===== src/rtl/pipe_pkg.sv =====
// Shared types for the elastic pipeline stage: occupancy states and the
// flush/stall priority encoding used by every stage instance.
package pipe_pkg;

    localparam int OCC_W = 2;

    typedef enum logic [OCC_W-1:0] {
        EMPTY = 2'd0,
        ONE   = 2'd1,
        TWO   = 2'd2
    } pipe_state_e;

    typedef enum logic [1:0] {
        CTRL_NORMAL = 2'd0,
        CTRL_STALL  = 2'd1,
        CTRL_FLUSH  = 2'd2
    } pipe_ctrl_e;

    // Flush dominates stall, stall dominates normal operation.
    function automatic pipe_ctrl_e pipe_ctrl_decode(input logic flush, input logic stall);
        pipe_ctrl_e ctrl;
        ctrl = CTRL_NORMAL;
        if (flush) begin
            ctrl = CTRL_FLUSH;
        end else if (stall) begin
            ctrl = CTRL_STALL;
        end
        return ctrl;
    endfunction

endpackage


===== src/rtl/pipe_data_reg.sv =====
// WIDTH-bit payload flop bank: async reset to 0, synchronous clear beats load enable.
module pipe_data_reg #(
    parameter int WIDTH = 32
) (
    input  logic             clk,
    input  logic             rst,
    input  logic             en,
    input  logic             clr,
    input  logic [WIDTH-1:0] d,
    output logic [WIDTH-1:0] q
);

    always_ff @(posedge clk or posedge rst) begin
        if (rst) begin
            q <= '0;
        end else if (clr) begin
            q <= '0;
        end else if (en) begin
            q <= d;
        end
    end

endmodule


===== src/rtl/pipe_stage_elastic.sv =====
// Elastic valid/ready pipeline stage with flush and stall. Defining
// PIPE_STAGE_SKID_EN selects the two-entry skid build with a registered in_ready.
module pipe_stage_elastic
    import pipe_pkg::*;
#(
    parameter int WIDTH          = 32,
    parameter int CLEAR_ON_FLUSH = 1
) (
    input  logic             clk,
    input  logic             rst,
    input  logic             flush,
    input  logic             stall,
    input  logic             in_valid,
    output logic             in_ready,
    input  logic [WIDTH-1:0] in_data,
    output logic             out_valid,
    input  logic             out_ready,
    output logic [WIDTH-1:0] out_data,
    output logic [OCC_W-1:0] occupancy
);

    pipe_ctrl_e       ctrl;
    logic             in_fire;
    logic             out_fire;
    logic             main_valid;
    logic             main_load;
    logic             data_clr;
    logic [WIDTH-1:0] main_d;

    assign ctrl      = pipe_ctrl_decode(flush, stall);
    assign out_valid = main_valid & ~stall;
    assign in_fire   = in_valid & in_ready;
    assign out_fire  = out_valid & out_ready;
    assign data_clr  = (ctrl == CTRL_FLUSH) && (CLEAR_ON_FLUSH != 0);

`ifdef PIPE_STAGE_SKID_EN

    pipe_state_e      state;
    pipe_state_e      next_state;
    logic             ready_q;
    logic             skid_load;
    logic             main_from_skid;
    logic [WIDTH-1:0] skid_q;

    // ready_q mirrors "not TWO" one cycle ahead so in_ready never sees out_ready.
    always_ff @(posedge clk or posedge rst) begin
        if (rst) begin
            state   <= EMPTY;
            ready_q <= 1'b1;
        end else begin
            state   <= next_state;
            ready_q <= (next_state != TWO);
        end
    end

    always_comb begin
        next_state     = state;
        main_load      = 1'b0;
        main_from_skid = 1'b0;
        skid_load      = 1'b0;
        case (ctrl)
            CTRL_FLUSH: begin
                next_state = EMPTY;
            end
            CTRL_NORMAL: begin
                case (state)
                    EMPTY: begin
                        if (in_fire) begin
                            main_load  = 1'b1;
                            next_state = ONE;
                        end
                    end
                    ONE: begin
                        if (in_fire && out_fire) begin
                            main_load = 1'b1;
                        end else if (in_fire) begin
                            skid_load  = 1'b1;
                            next_state = TWO;
                        end else if (out_fire) begin
                            next_state = EMPTY;
                        end
                    end
                    TWO: begin
                        if (out_fire) begin
                            main_load      = 1'b1;
                            main_from_skid = 1'b1;
                            next_state     = ONE;
                        end
                    end
                    default: begin
                        next_state = EMPTY;
                    end
                endcase
            end
            default: begin
                next_state = state;
            end
        endcase
    end

    assign in_ready   = ready_q & (ctrl == CTRL_NORMAL);
    assign main_valid = (state != EMPTY);
    assign occupancy  = state;
    assign main_d     = main_from_skid ? skid_q : in_data;

    pipe_data_reg #(
        .WIDTH(WIDTH)
    ) u_skid_reg (
        .clk(clk),
        .rst(rst),
        .en (skid_load),
        .clr(data_clr),
        .d  (in_data),
        .q  (skid_q)
    );

`else

    always_ff @(posedge clk or posedge rst) begin
        if (rst) begin
            main_valid <= 1'b0;
        end else begin
            case (ctrl)
                CTRL_FLUSH: begin
                    main_valid <= 1'b0;
                end
                CTRL_NORMAL: begin
                    if (in_fire) begin
                        main_valid <= 1'b1;
                    end else if (out_fire) begin
                        main_valid <= 1'b0;
                    end
                end
                default: begin
                    main_valid <= main_valid;
                end
            endcase
        end
    end

    // Combinational ready: a full stage accepts in the same cycle it drains.
    assign in_ready  = (ctrl == CTRL_NORMAL) & (~main_valid | out_ready);
    assign main_load = in_fire;
    assign main_d    = in_data;
    assign occupancy = main_valid ? ONE : EMPTY;

`endif

    pipe_data_reg #(
        .WIDTH(WIDTH)
    ) u_main_reg (
        .clk(clk),
        .rst(rst),
        .en (main_load),
        .clr(data_clr),
        .d  (main_d),
        .q  (out_data)
    );

endmodule


===== config.mk =====
export PLATFORM = sky130hd
export DESIGN_NAME = pipe_stage_elastic
export DESIGN_NICKNAME = d
export VERILOG_FILES = /design/src/rtl/pipe_pkg.sv /design/src/rtl/pipe_data_reg.sv /design/src/rtl/pipe_stage_elastic.sv
export SDC_FILE = /design/constraint.sdc
export NUM_CORES = 1
export LEC_CHECK = 0
export ABC_AREA = 1
export CORE_MARGIN = 4
export CORE_UTILIZATION = 39
export DETAILED_ROUTE_END_ITERATION = 8
export HOLD_SLACK_MARGIN = 0.1
export PLACE_DENSITY_LB_ADDON = 0.15
export REMOVE_ABC_BUFFERS = 1
export SETUP_SLACK_MARGIN = 0.3
export SLEW_MARGIN = 20
export SYNTH_ARGS = -nofsm -noshare
export SYNTH_HDL_FRONTEND = slang
export SYNTH_HIERARCHICAL = 1
export SYNTH_SLANG_ARGS = --single-unit

===== constraint.sdc =====
create_clock -name clk -period 1.3 [get_ports clk]
set_clock_uncertainty 0.1 [all_clocks]
set_input_delay 0.195 -clock clk [delete_from_list [all_inputs] [get_ports clk]]
set_output_delay 0.195 -clock clk [all_outputs]
set_load 0.01 [all_outputs]

==> results.md, run 1 <==
* Vias per cell at 4.721
* Unique cell type count in the Yosys netlist at 14
* Register area share after synthesis at 0.5769
* Final routed wire length divided by cell count at 15.58 um
* CTS tree: built
* Max Slew Vio Count at 0
* Post-Synthesis Cells at 161
* Maximum number of pins on one net before global-route repair at 33
* Ratio of cells with drive above 1 in the final layout at 0.4089
* Mean Syn Cell Area at 8.891 um2
* Horizontal die dimension at 68.58 um
* Number of rows created at floorplan at 21
* Hold WC Path Type: in -> reg
* Die H at 68.58 um
* Kind of launch point of the worst setup path: flip-flop
* Max-capacitance violation count at 0
* Number of nets in the layout at 306
* Number of antenna violations at the first check in global routing at 0
* Start-to-end type of the worst setup path: reg -> reg
* DRC marker count from the first detailed-route iteration at 49
* Top post-synthesis cells by area: sky130_fd_sc_hd__dfrtp_1 58%, sky130_fd_sc_hd__nand2_1 18%, sky130_fd_sc_hd__nand3_1 9.8%
* Worst EP required at 1410 ps
* Leading cell types in the layout, fill and taps excluded: 52 x sky130_fd_sc_hd__nand2_1, 34 x sky130_fd_sc_hd__clkdlybuf4s50_1, 33 x sky130_fd_sc_hd__dfrtp_1, 28 x sky130_fd_sc_hd__buf_2, 28 x sky130_fd_sc_hd__buf_4
* Post-route minimum period at 1408 ps
* Maximum operating frequency at 0.7103 GHz
* Remaining design rule violation count at 0
* Placeable core region at 3442 um2
* TritonCTS Buffers at 5
* Post-route setup slack at -107.9 ps
* Number of diodes at 0
* Root Buffer Master: sky130_fd_sc_hd__clkbuf_8
* RSZ-0062 raised after global routing: yes
* Library cell occupying the most area in the post-synthesis netlist: sky130_fd_sc_hd__dfrtp_1
* Antenna-violating nets left at 0
* Number of port buffers at 72
* Power Dens Cells at 871.9 nW/um2
* Count of endpoints failing setup in the final report at 32
* Endpoint class of the critical path: flip-flop
* Largest driver fanout on the critical path at 6
* Synth Cell Area at 1431 um2
* Worst IR Drop VDD at 0.0005871 V
* Clock transition at path regs at 60 ps
* H-tree depth at 2
* Violated checks: negative setup slack
* Cell leakage power at 1.433 nW
* Synthesis-to-finish area growth at 80.68%
* Commonest non-fill, non-tap cell in the layout: sky130_fd_sc_hd__nand2_1
* Number of clock sinks at 33
* Max clock buf depth at 2
* Flop and latch count out of synthesis at 33
* I/O Pins at 74
* Area share of the largest cell type after synthesis at 0.5769
* Slack of the worst reg-to-reg path at -110 ps
* Final core occ at 0.7514
* Starting utilization of the core area at 0.4158
* Initial DRT Pass Iterations at 4
* Number of fill cells at 257
* Grt ovf at 0
* Worst-Skew Late Latency at 270 ps
* Die ar. at 4703 um2
* Global placement routability congestion at 0.6670
* Detailed Route WL at 4.907 mm
* Vias in the first global route at 1499
* Run status: finished, violations left
* HPWL Detailed at 2.684 mm
* Final Hold Violating Endpoints at 0
* Arrival time reported for the critical path endpoint at 1520 ps
* Aggregate global-route resource usage at 0.2001
* Routed vias at 1487
* Power after layout at 0.002255 W
* Final period util at 1.083
* First-pass GRT wire length at 6.796 mm
* Synthesis Warnings at 6
worst paths after layout:
| kind | end | cells past startpoint | from |
|---|---|---|---|
| min | main_valid | 4 | out_ready |
| max in group asynchronous | main_valid | 3 | rst |
| min reg2reg | u_main_reg/q[8] | 2 | u_main_reg/q[8] |
| min in group asynchronous | u_main_reg/q[23] | 3 | rst |
| max reg2reg | u_main_reg/q[4] | 8 | main_valid |
| max | u_main_reg/q[4] | 8 | main_valid |
through the flow:
step	setup TNS (ps)	area, um2	hold WS (ps)	setup WS (ps)	cells
detailed placement	-20220	2155	301.3	-658.9	270
global route	-3892	2586	260.0	-179.3	315
finish	-1814	2586	243.6	-107.9	315
global placement	-16900	2155	284.4	-519.0	270
floorplan	-15260	1334	-176.3	-476.9	148
CTS	-346.3	2325	231.3	-29.30	298
cell usage after synthesis, drive strengths merged:
| cell | instances |
|---|---|
| nand2 | 69 |
| dfrtp | 33 |
| nand3 | 33 |
| buf | 12 |
| inv | 8 |
| nor2 | 4 |
| clkbuf | 1 |
| conb | 1 |
worst max-delay path, stage by stage, from the launching register on:
cell and delay, ps:
sky130_fd_sc_hd__dfrtp_1 390, sky130_fd_sc_hd__nand2_2 100, sky130_fd_sc_hd__nand3_4 110, sky130_fd_sc_hd__inv_6 60
sky130_fd_sc_hd__buf_12 130, sky130_fd_sc_hd__nor2_4 160, sky130_fd_sc_hd__buf_6 170, sky130_fd_sc_hd__nand2_2 60
sky130_fd_sc_hd__nand2_2 50
kinds of logic after synthesis:
family,after synthesis,synth area share
AND/OR/NAND/NOR,106,0.3313
flip-flops,33,0.5769
other,1,0.002620
buffers and inverters,21,0.08915
flip-flops by register name, summed over array words and instances (netlist names):
signal,count
main_valid,1
u_main_reg/q,32
power by group:
| part | switching, W | internal, W | total [W] | leakage [nW] |
|---|---|---|---|---|
| Sequential | 0.0000203 | 0.00106 | 0.00108 | 0.454 |
| Clock | 0.000325 | 0.000380 | 0.000705 | 0.0395 |
| Combinational | 0.000207 | 0.000261 | 0.000468 | 0.939 |
cell type report:
| cell class | count | area, um2 | area share |
|---|---|---|---|
| repair buffers | 112 | 1033 | 0.3996 |
| inverters | 8 | 40.04 | 0.01548 |
| clock buffers | 8 | 80.08 | 0.03096 |
| multi-input cells | 108 | 549.3 | 0.2124 |
| flip-flops and latches | 33 | 825.8 | 0.3193 |
| well taps | 46 | 57.56 | 0.02225 |
metal layers:
layer	GRT usage	wire length [um]	up-vias
li1	-	-	714
met1	0.2168	1891	716
met2	0.3659	2685	53
met3	0.06483	298	4
met4	0.06203	31	0
met5	0	0	-
repair_timing:
item	4_1_cts	5_1_grt
gates resized for setup	158	23
buffers inserted	17	13
hold buffers	1	1
endpoints found under the setup margin	67	100
pin swaps	15	17
hold endpoints to repair	4	1
gates cloned	2	4
Power figures use the tool's default switching activity.
==> inputs of run 2 (changes only) <==
--- a/config.mk
+++ b/config.mk
@@ -10,6 +10,7 @@
 export CORE_UTILIZATION = 39
 export DETAILED_ROUTE_END_ITERATION = 8
 export HOLD_SLACK_MARGIN = 0.1
+export MAX_ROUTING_LAYER = met4
 export PLACE_DENSITY_LB_ADDON = 0.15
 export REMOVE_ABC_BUFFERS = 1
 export SETUP_SLACK_MARGIN = 0.3
==> run 2 against run 1 <==
Compared with the run above:
- the flow still finishes with violations (negative setup slack)
- clock power barely moved
- power hardly changed
- critical endpoint is now u_main_reg/q[16]
- sequential cell count unchanged
==> results.md, run 2 (synthesis gave the netlist of run 1 again) <==
* Clock transition at path regs at 60 ps
* Slack of the worst reg-to-reg path at -50 ps
* Vias per cell at 4.844
* Post-Route Hold Slack at 238.5 ps
* Number of nets in the layout at 306
* Count of endpoints failing setup in the final report at 21
* I/O Pins at 74
* Starting utilization of the core area at 0.4158
* Initial DRT Pass Iterations at 4
* RSZ-0062 raised after global routing: yes
* Number of antenna violations at the first check in global routing at 0
* Max-capacitance violation count at 0
* CTS tree: built
* Largest driver fanout on the critical path at 4
* Routed vias at 1526
* Run status: finished, violations left
* Max Slew Vio Count at 0
* Worst EP required at 1360 ps
* Aggregate global-route resource usage at 0.2058
* Number of flip-flops in the largest register at 32
* First-pass GRT wire length at 6.796 mm
* Ratio of cells with drive above 1 in the final layout at 0.4089
* Number of clock sinks at 33
* Hold WC Path Type: in -> async
* Worst IR Drop VDD at 0.0005589 V
* Top Registers: u_main_reg/q (32), main_valid (1)
* H-tree depth at 2
* Number of port buffers at 72
* Antenna-violating nets left at 0
* Root Buffer Master: sky130_fd_sc_hd__clkbuf_8
* Detailed Route WL at 4.765 mm
* TritonCTS Buffers at 5
* Endpoint class of the critical path: flip-flop
* Die H at 68.58 um
* Horizontal die dimension at 68.58 um
* DRC marker count from the first detailed-route iteration at 72
* Leading cell types in the layout, fill and taps excluded: 52 x sky130_fd_sc_hd__nand2_1, 34 x sky130_fd_sc_hd__clkdlybuf4s50_1, 33 x sky130_fd_sc_hd__dfrtp_1, 29 x sky130_fd_sc_hd__buf_2, 28 x sky130_fd_sc_hd__buf_4
* Arrival time reported for the critical path endpoint at 1410 ps
* Maximum number of pins on one net before global-route repair at 33
* Final Hold Violating Endpoints at 0
* Placed Instances at 270
* Final period util at 1.035
* Power Dens Cells at 873.7 nW/um2
* Biggest register: u_main_reg/q
* Number of diodes at 0
* Vias in the first global route at 1498
* Maximum operating frequency at 0.7434 GHz
* Cell leakage power at 1.432 nW
* Max clock buf depth at 2
* Global placement routability congestion at 0.6734
* Post-route minimum period at 1345 ps
* HPWL Detailed at 2.684 mm
* Worst-Skew Late Latency at 280 ps
* Start-to-end type of the worst setup path: reg -> reg
* Post-route non-filler standard cell count at 315
* Kind of launch point of the worst setup path: flip-flop
* Final routed wire length divided by cell count at 15.13 um
* Power after layout at 0.002254 W
* Placeable core region at 3442 um2
* Commonest non-fill, non-tap cell in the layout: sky130_fd_sc_hd__nand2_1
* Violated checks: negative setup slack
* Post-route setup slack at -45.13 ps
* Die ar. at 4703 um2
* Synthesis-to-finish area growth at 80.24%
* Remaining design rule violation count at 0
* Grt ovf at 0
* Number of rows created at floorplan at 21
* Final core occ at 0.7495
==> run 2: cell count changes in the layout (fill, tap and decap cells not counted) <==
cell	change
sky130_fd_sc_hd__buf_6	-1
sky130_fd_sc_hd__buf_2	+1
==> run 2: per-stage QoR <==
| step | setup TNS, ps | worst slack, ps | cell area [um2] |
|---|---|---|---|
| after floorplan | -15260 | -476.9 | 1334 |
| after global placement | -16900 | -519.0 | 2155 |
| after detailed placement | -20220 | -658.9 | 2155 |
| after CTS | -346.3 | -29.30 | 2325 |
| after global routing | -2623 | -115.5 | 2580 |
| final | -582.4 | -45.13 | 2580 |
==> run 2: repair_timing <==
item | in CTS | in global routing
endpoints found under the setup margin | 67 | 100
setup buffers | 17 | 13
resized for setup | 158 | 22
gates cloned | 2 | 4
hold endpoints to repair | 4 | 1
pin swaps | 15 | 17
hold buffers | 1 | 1
==> run 2: report_power, final <==
group | switching (W) | internal (W) | total [W]
combinational | 0.000204 | 0.000260 | 0.000464
clock | 0.000329 | 0.000379 | 0.000708
sequential | 0.0000204 | 0.00106 | 0.00108
==> run 2: layout make-up <==
cell class | count | area (um2)
multi-input combinational | 108 | 549.3
sequential | 33 | 825.8
inverter | 8 | 40.04
clock buffer | 8 | 80.08
fill | 263 | 862.1
tap | 46 | 57.56
timing repair buffer | 112 | 1027
==> run 2: final timing paths <==
check                                 from               end  cells after the start
min reg2reg                u_main_reg/q[8]   u_main_reg/q[8]                      2
min                                    rst  u_main_reg/q[23]                      3
max                             main_valid  u_main_reg/q[16]                      8
max reg2reg                     main_valid  u_main_reg/q[16]                      8
min in group clk                 out_ready        main_valid                      4
max in group asynchronous              rst        main_valid                      3
==> run 2: per-layer routing <==
metal | vias to the layer above | global-route usage | wire [um]
met1 | 717 | 0.2220 | 1788
met5 | - | - | 0
met4 | 0 | 0.06203 | 88
met3 | 15 | 0.05835 | 344
met2 | 80 | 0.3647 | 2543
li1 | 714 | - | -
==> run 2: worst max-delay path: stages (launching register included) <==
cell and delay [ps]:
sky130_fd_sc_hd__dfrtp_1 410, sky130_fd_sc_hd__nand2_2 120, sky130_fd_sc_hd__nand3_4 100, sky130_fd_sc_hd__inv_6 100
sky130_fd_sc_hd__buf_12 120, sky130_fd_sc_hd__nor2_4 40, sky130_fd_sc_hd__buf_4 140, sky130_fd_sc_hd__nand2_1 60
sky130_fd_sc_hd__nand2_1 50
